==> src/rtl/keypad_scanner.sv <==
// 4x4 active-low matrix keypad scanner: row synchroniser, column scan, press/release debounce.
// Optional auto-repeat while a key is held is enabled by defining KEYPAD_REPEAT_EN.
module keypad_scanner #(
  parameter int SCAN_DIV        = 1000,
  parameter int DEBOUNCE_CYCLES = 20000,
  parameter int REPEAT_CYCLES   = 5000000
) (
  input  logic        clk,
  input  logic        reset,
  input  logic [3:0]  row,
  output logic [3:0]  col,
  output logic        key_pressed,
  output logic [24:0] keypad_out
);

  localparam int DIV_W = $clog2(SCAN_DIV);
  localparam int DEB_W = $clog2(DEBOUNCE_CYCLES);
  localparam int CNT_W = (DIV_W > DEB_W) ? DIV_W : DEB_W;

  if (SCAN_DIV < 4 || DEBOUNCE_CYCLES < 2 || REPEAT_CYCLES < 1) begin : g_param_check
    $error("keypad_scanner: parameter out of range");
  end

  typedef enum logic [1:0] {
    SCAN        = 2'd0,
    DEB_PRESS   = 2'd1,
    PRESSED     = 2'd2,
    DEB_RELEASE = 2'd3
  } state_e;

  state_e             state_q, state_d;
  logic [3:0]         sync1_q;
  logic [3:0]         rs_q;
  logic [1:0]         col_idx_q, col_idx_d;
  logic [1:0]         row_idx_q, row_idx_d;
  logic [CNT_W-1:0]   cnt_q, cnt_d;
  logic               kp_q, kp_d;
  logic [3:0]         code_q, code_d;
  logic [1:0]         low_row;
  logic               row_high;

`ifdef KEYPAD_REPEAT_EN
  localparam int HOLD_W = (REPEAT_CYCLES > 1) ? $clog2(REPEAT_CYCLES) : 1;
  logic [HOLD_W-1:0]  hold_q, hold_d;
  logic [2:0]         gap_q, gap_d;
  logic               in_gap_q, in_gap_d;
`endif

  function automatic logic [3:0] key_code(input logic [1:0] r, input logic [1:0] c);
    logic [3:0] k;
    case ({r, c})
      4'b00_00: k = 4'h1;
      4'b00_01: k = 4'h2;
      4'b00_10: k = 4'h3;
      4'b00_11: k = 4'hA;
      4'b01_00: k = 4'h4;
      4'b01_01: k = 4'h5;
      4'b01_10: k = 4'h6;
      4'b01_11: k = 4'hB;
      4'b10_00: k = 4'h7;
      4'b10_01: k = 4'h8;
      4'b10_10: k = 4'h9;
      4'b10_11: k = 4'hC;
      4'b11_00: k = 4'hF;
      4'b11_01: k = 4'h0;
      4'b11_10: k = 4'hE;
      default:  k = 4'hD;
    endcase
    return k;
  endfunction

  // Lowest active row wins when several keys in the driven column are down.
  always_comb begin
    low_row = 2'd3;
    if (!rs_q[0])      low_row = 2'd0;
    else if (!rs_q[1]) low_row = 2'd1;
    else if (!rs_q[2]) low_row = 2'd2;
  end

  assign row_high = rs_q[row_idx_q];

  always_comb begin
    state_d   = state_q;
    col_idx_d = col_idx_q;
    row_idx_d = row_idx_q;
    cnt_d     = cnt_q;
    kp_d      = kp_q;
    code_d    = code_q;
`ifdef KEYPAD_REPEAT_EN
    hold_d    = hold_q;
    gap_d     = gap_q;
    in_gap_d  = in_gap_q;
`endif
    case (state_q)
      SCAN: begin
        if (cnt_q == CNT_W'(SCAN_DIV - 1)) begin
          cnt_d = '0;
          if (rs_q != 4'hF) begin
            row_idx_d = low_row;
            state_d   = DEB_PRESS;
          end else begin
            col_idx_d = col_idx_q + 2'd1;
          end
        end else begin
          cnt_d = cnt_q + CNT_W'(1);
        end
      end
      DEB_PRESS: begin
        if (row_high) begin
          cnt_d     = '0;
          col_idx_d = col_idx_q + 2'd1;
          state_d   = SCAN;
        end else if (cnt_q == CNT_W'(DEBOUNCE_CYCLES - 1)) begin
          cnt_d   = '0;
          kp_d    = 1'b1;
          code_d  = key_code(row_idx_q, col_idx_q);
          state_d = PRESSED;
`ifdef KEYPAD_REPEAT_EN
          hold_d   = '0;
          in_gap_d = 1'b0;
`endif
        end else begin
          cnt_d = cnt_q + CNT_W'(1);
        end
      end
      PRESSED: begin
        if (row_high) begin
          cnt_d   = '0;
          state_d = DEB_RELEASE;
        end else begin
`ifdef KEYPAD_REPEAT_EN
          // The repeat gap is exactly 8 cycles; the next hold period starts when it ends.
          if (in_gap_q) begin
            if (gap_q == 3'd7) begin
              in_gap_d = 1'b0;
              kp_d     = 1'b1;
              hold_d   = '0;
            end else begin
              gap_d = gap_q + 3'd1;
            end
          end else if (hold_q == HOLD_W'(REPEAT_CYCLES - 1)) begin
            in_gap_d = 1'b1;
            gap_d    = 3'd0;
            kp_d     = 1'b0;
            hold_d   = '0;
          end else begin
            hold_d = hold_q + HOLD_W'(1);
          end
`endif
        end
      end
      DEB_RELEASE: begin
        if (!row_high) begin
          cnt_d   = '0;
          state_d = PRESSED;
`ifdef KEYPAD_REPEAT_EN
          kp_d     = 1'b1;
          hold_d   = '0;
          in_gap_d = 1'b0;
`endif
        end else if (cnt_q == CNT_W'(DEBOUNCE_CYCLES - 1)) begin
          cnt_d     = '0;
          kp_d      = 1'b0;
          col_idx_d = col_idx_q + 2'd1;
          state_d   = SCAN;
        end else begin
          cnt_d = cnt_q + CNT_W'(1);
        end
      end
      default: state_d = SCAN;
    endcase
  end

  always_ff @(posedge clk or negedge reset) begin
    if (!reset) begin
      sync1_q   <= 4'hF;
      rs_q      <= 4'hF;
      state_q   <= SCAN;
      col_idx_q <= 2'd0;
      row_idx_q <= 2'd0;
      cnt_q     <= '0;
      kp_q      <= 1'b0;
      code_q    <= 4'h0;
    end else begin
      sync1_q   <= row;
      rs_q      <= sync1_q;
      state_q   <= state_d;
      col_idx_q <= col_idx_d;
      row_idx_q <= row_idx_d;
      cnt_q     <= cnt_d;
      kp_q      <= kp_d;
      code_q    <= code_d;
    end
  end

`ifdef KEYPAD_REPEAT_EN
  always_ff @(posedge clk or negedge reset) begin
    if (!reset) begin
      hold_q   <= '0;
      gap_q    <= 3'd0;
      in_gap_q <= 1'b0;
    end else begin
      hold_q   <= hold_d;
      gap_q    <= gap_d;
      in_gap_q <= in_gap_d;
    end
  end
`endif

  assign col         = ~(4'b0001 << col_idx_q);
  assign key_pressed = kp_q;
  assign keypad_out  = {21'd0, code_q};

endmodule
==> config.mk <==
export PLATFORM = sky130hd
export DESIGN_NAME = keypad_scanner
export DESIGN_NICKNAME = d
export VERILOG_FILES = /design/src/rtl/keypad_scanner.sv
export SDC_FILE = /design/constraint.sdc
export NUM_CORES = 1
export LEC_CHECK = 0
export ABC_AREA = 1
export BUFFER_PORTS_ARGS = -buffer_cell sky130_fd_sc_hd__clkbuf_2
export CAP_MARGIN = 0
export CORE_ASPECT_RATIO = 0.6
export CORE_UTILIZATION = 55
export DETAILED_ROUTE_END_ITERATION = 16
export PLACE_DENSITY_LB_ADDON = 0.1
export SLEW_MARGIN = 5
export SYNTH_ARGS = -nofsm -noshare
export SYNTH_HDL_FRONTEND = slang
export SYNTH_SLANG_ARGS = --single-unit
==> constraint.sdc <==
create_clock -name clk -period 2.8 [get_ports clk]
set_input_delay 0.42 -clock clk [delete_from_list [all_inputs] [get_ports clk]]
set_output_delay 0.42 -clock clk [all_outputs]
set_load 0.05 [all_outputs]
==> metrics.cfg <==
[yosys]
synth_area_um2 = 2278
synth-adder-area-share = 0.04393
synth_top_family_by_area = simple AND/OR/NAND/NOR gates
synth.distinct_cells = 34
ys_seq_area_frac = 0.3778
synth.avg_cell_area_um2 = 7.939
synth_xor_area_frac = 0.01538
syn_inst = 287
synth_mux_area_frac = 0
yosysWarnings = 0
synth_compound_area_frac = 0.06315
yosys_register_bits = 34
synth-simple-area-share = 0.3487

[sta]
fmax_mhz = 533.0
worst_slew_margin_rel = 0.4390
hold_viol_final = 0
whs_ns = 0.2022
tightest_slew_ns = 0.8415
finalCritPeriodShare = 0.6701
setup_viol = 0
period_needed_ns = 1.876
rsz0062_at_grt = no
setup_tns_ns = 0
final-max-slew-violation-count = 0
finClkSkew_ns = 0.005253

[critical_path]
path_class = reg2out
critPathArrivalTime_ns = 1.46
cp-end-kind = output port
cp.required_ns = 2.38
crit_fanout = 6
crit_path_start_kind = flip-flop

[clock_network]
root_buffer = clkbuf_8
cts.htree.levels = 2
clock-sinks = 34
clock_path_buffers = 2
cts_buffers = 5
clk_pin_slew_ns = 0.08
insertion_delay_ns = 0.29
cts_hold_buf = 0
cts_tree = done
post_cts_resized = 0
post_cts_buffers = 0

[die]
initial_utilization = 0.5984
io-pin-count = 36
die_y_um = 51.86
core_um2 = 3807
num_rows = 17
die_w_um = 85.09
die_area_um2 = 4412

[global_route]
global_route.usage.met2 = 0.3105
grt_usage = 0.2394
antenna_found_initial = 0
grt_max_degree = 35
met3_usage = 0.05556
grt_pass1_vias = 1549
grt.busiest_layer = met1
use_met1 = 0.3798
grt_pass1_wl_um = 7852
grt-ovfl-total = 0

[placed_design]
place_area_um2 = 2286
gp_congestion = 0.8835
post-dp-hpwl_um = 3376
portBuffers = 14
dp_cells = 344

[outcome]
status = complete, no violations

[drt]
drt_iter0_drc = 112
drt_wl_total_um = 4460
routedWlPerCell_um = 12.67
drc_errors = 0
drt_first_pass_iters = 4
avgViaCountPerCell = 4.963
num_vias = 1747
ant_nets = 0

[pwr]
ir_worst_vdd_v = 0.0003251
power.density_nw_per_um2 = 469.7
p_leak_uw = 0.001230

[finish]
final_util = 0.6365
layout.nets = 318
layout_commonest_cell = nand2_1
final_cell_mix = nand2_1, nor2_1, inv_1
area_growth_pct = 6.370
design_area_um2 = 2424
layout-drive-gt1-share = 0.2000
antennaDiodeCount = 0
final_cells = 352

[flow_run]
cap_violations = 0

[hold_path]
hold_path.class = in2reg

-- synth_stat cells --
library cell	n	area, um2
a211oi_1	2	15.01
a21oi_1	7	35.03
and2_1	1	6.260
buf_12	1	20.02
buf_4	22	165.2
buf_6	1	11.26
conb_1	1	3.750
dfrtp_1	26	650.6
dfstp_2	8	210.2
ha_1	8	100.1
inv_1	32	120.1
inv_2	3	11.26
inv_4	2	12.51
nand2_1	55	206.5
nand2_2	7	43.79
nand2_4	2	22.52
nand2_8	2	40.04
nand3_1	16	80.08
nand3_2	4	40.04
nand3_4	2	35.03
nand3b_1	1	7.510
nand4_1	12	75.07
nand4_2	1	12.51
nor2_1	38	142.6
nor2_2	6	37.54
nor2_4	1	11.26
nor3_1	3	15.01
nor3b_2	1	12.51
nor4_1	1	6.260
o21ai_0	10	50.05
o21ai_1	3	15.01
o21bai_1	3	22.52
o22ai_1	1	6.260
xor2_1	4	35.03
-- metal layers --
metal | part of all wire | wire length [um]
met5 | 0 | 0
met4 | 0.0074 | 33
met3 | 0.074 | 332
met2 | 0.35 | 1561
met1 | 0.57 | 2532
-- stage by stage --
stage,worst slack (ns),power [uW]
2_1_floorplan,1.250,606.0
3_3_place_gp,1.215,598.0
3_5_place_dp,1.147,598.4
4_1_cts,0.9155,1152
5_1_grt,0.8118,1176
6_report,0.9238,1138
-- sequential cells by signal (all words and copies together) (netlist names), named ones only --
name,cells
cnt_q,15
code_q,4
rs_q,4
sync1_q,4
col_idx_q,2
row_idx_q,2
key_pressed,1
state_q,1
-- critical path, stage by stage (launching register included) --
cell      delay, ns
dfrtp_1        0.44
inv_1          0.16
ha_1           0.22
inv_1          0.06
clkbuf_2       0.27
-- area by class of cell --
class                      instances  area (um2)
fill                             334        1384
timing repair buffer              14       70.07
clock buffer                       5       68.82
tap                               47       58.81
inverter                          37       143.9
multi-input combinational        212        1152
sequential                        34       860.8
clock inverter                     3       68.82
-- final timing paths --
| kind | slack (ns) | start | end | depth (start not counted) |
|---|---|---|---|---|
| worst max register to register | 1.11 | cnt_q[0] | code_q[1] | 8 |
| min in group asynchronous | 0.22 | reset | col_idx_q[1] | 1 |
| worst min-delay path | 0.20 | row[3] | sync1_q[3] | 1 |
| worst max-delay path | 0.92 | col_idx_q[0] | col[2] | 4 |
| max in group asynchronous | 2.05 | reset | cnt_q[6] | 1 |
| worst min register to register | 0.36 | sync1_q[0] | rs_q[0] | 0 |
-- report_power, final --
group          total, uW  switching, uW  internal [uW]
sequential           505           3.37            501
combinational       84.0           78.0           5.96
clock                550            193            357
-- cell families after synthesis --
kind of cell / Yosys count
AND/OR/NAND/NOR: 153
buffers and inverters: 61
flip-flops: 34
AO/OA/AOI/OAI: 26
adder cells (fa/ha/maj): 8
XOR/XNOR: 4
other: 1
No activity file was read; power rests on OpenSTA's default activity.
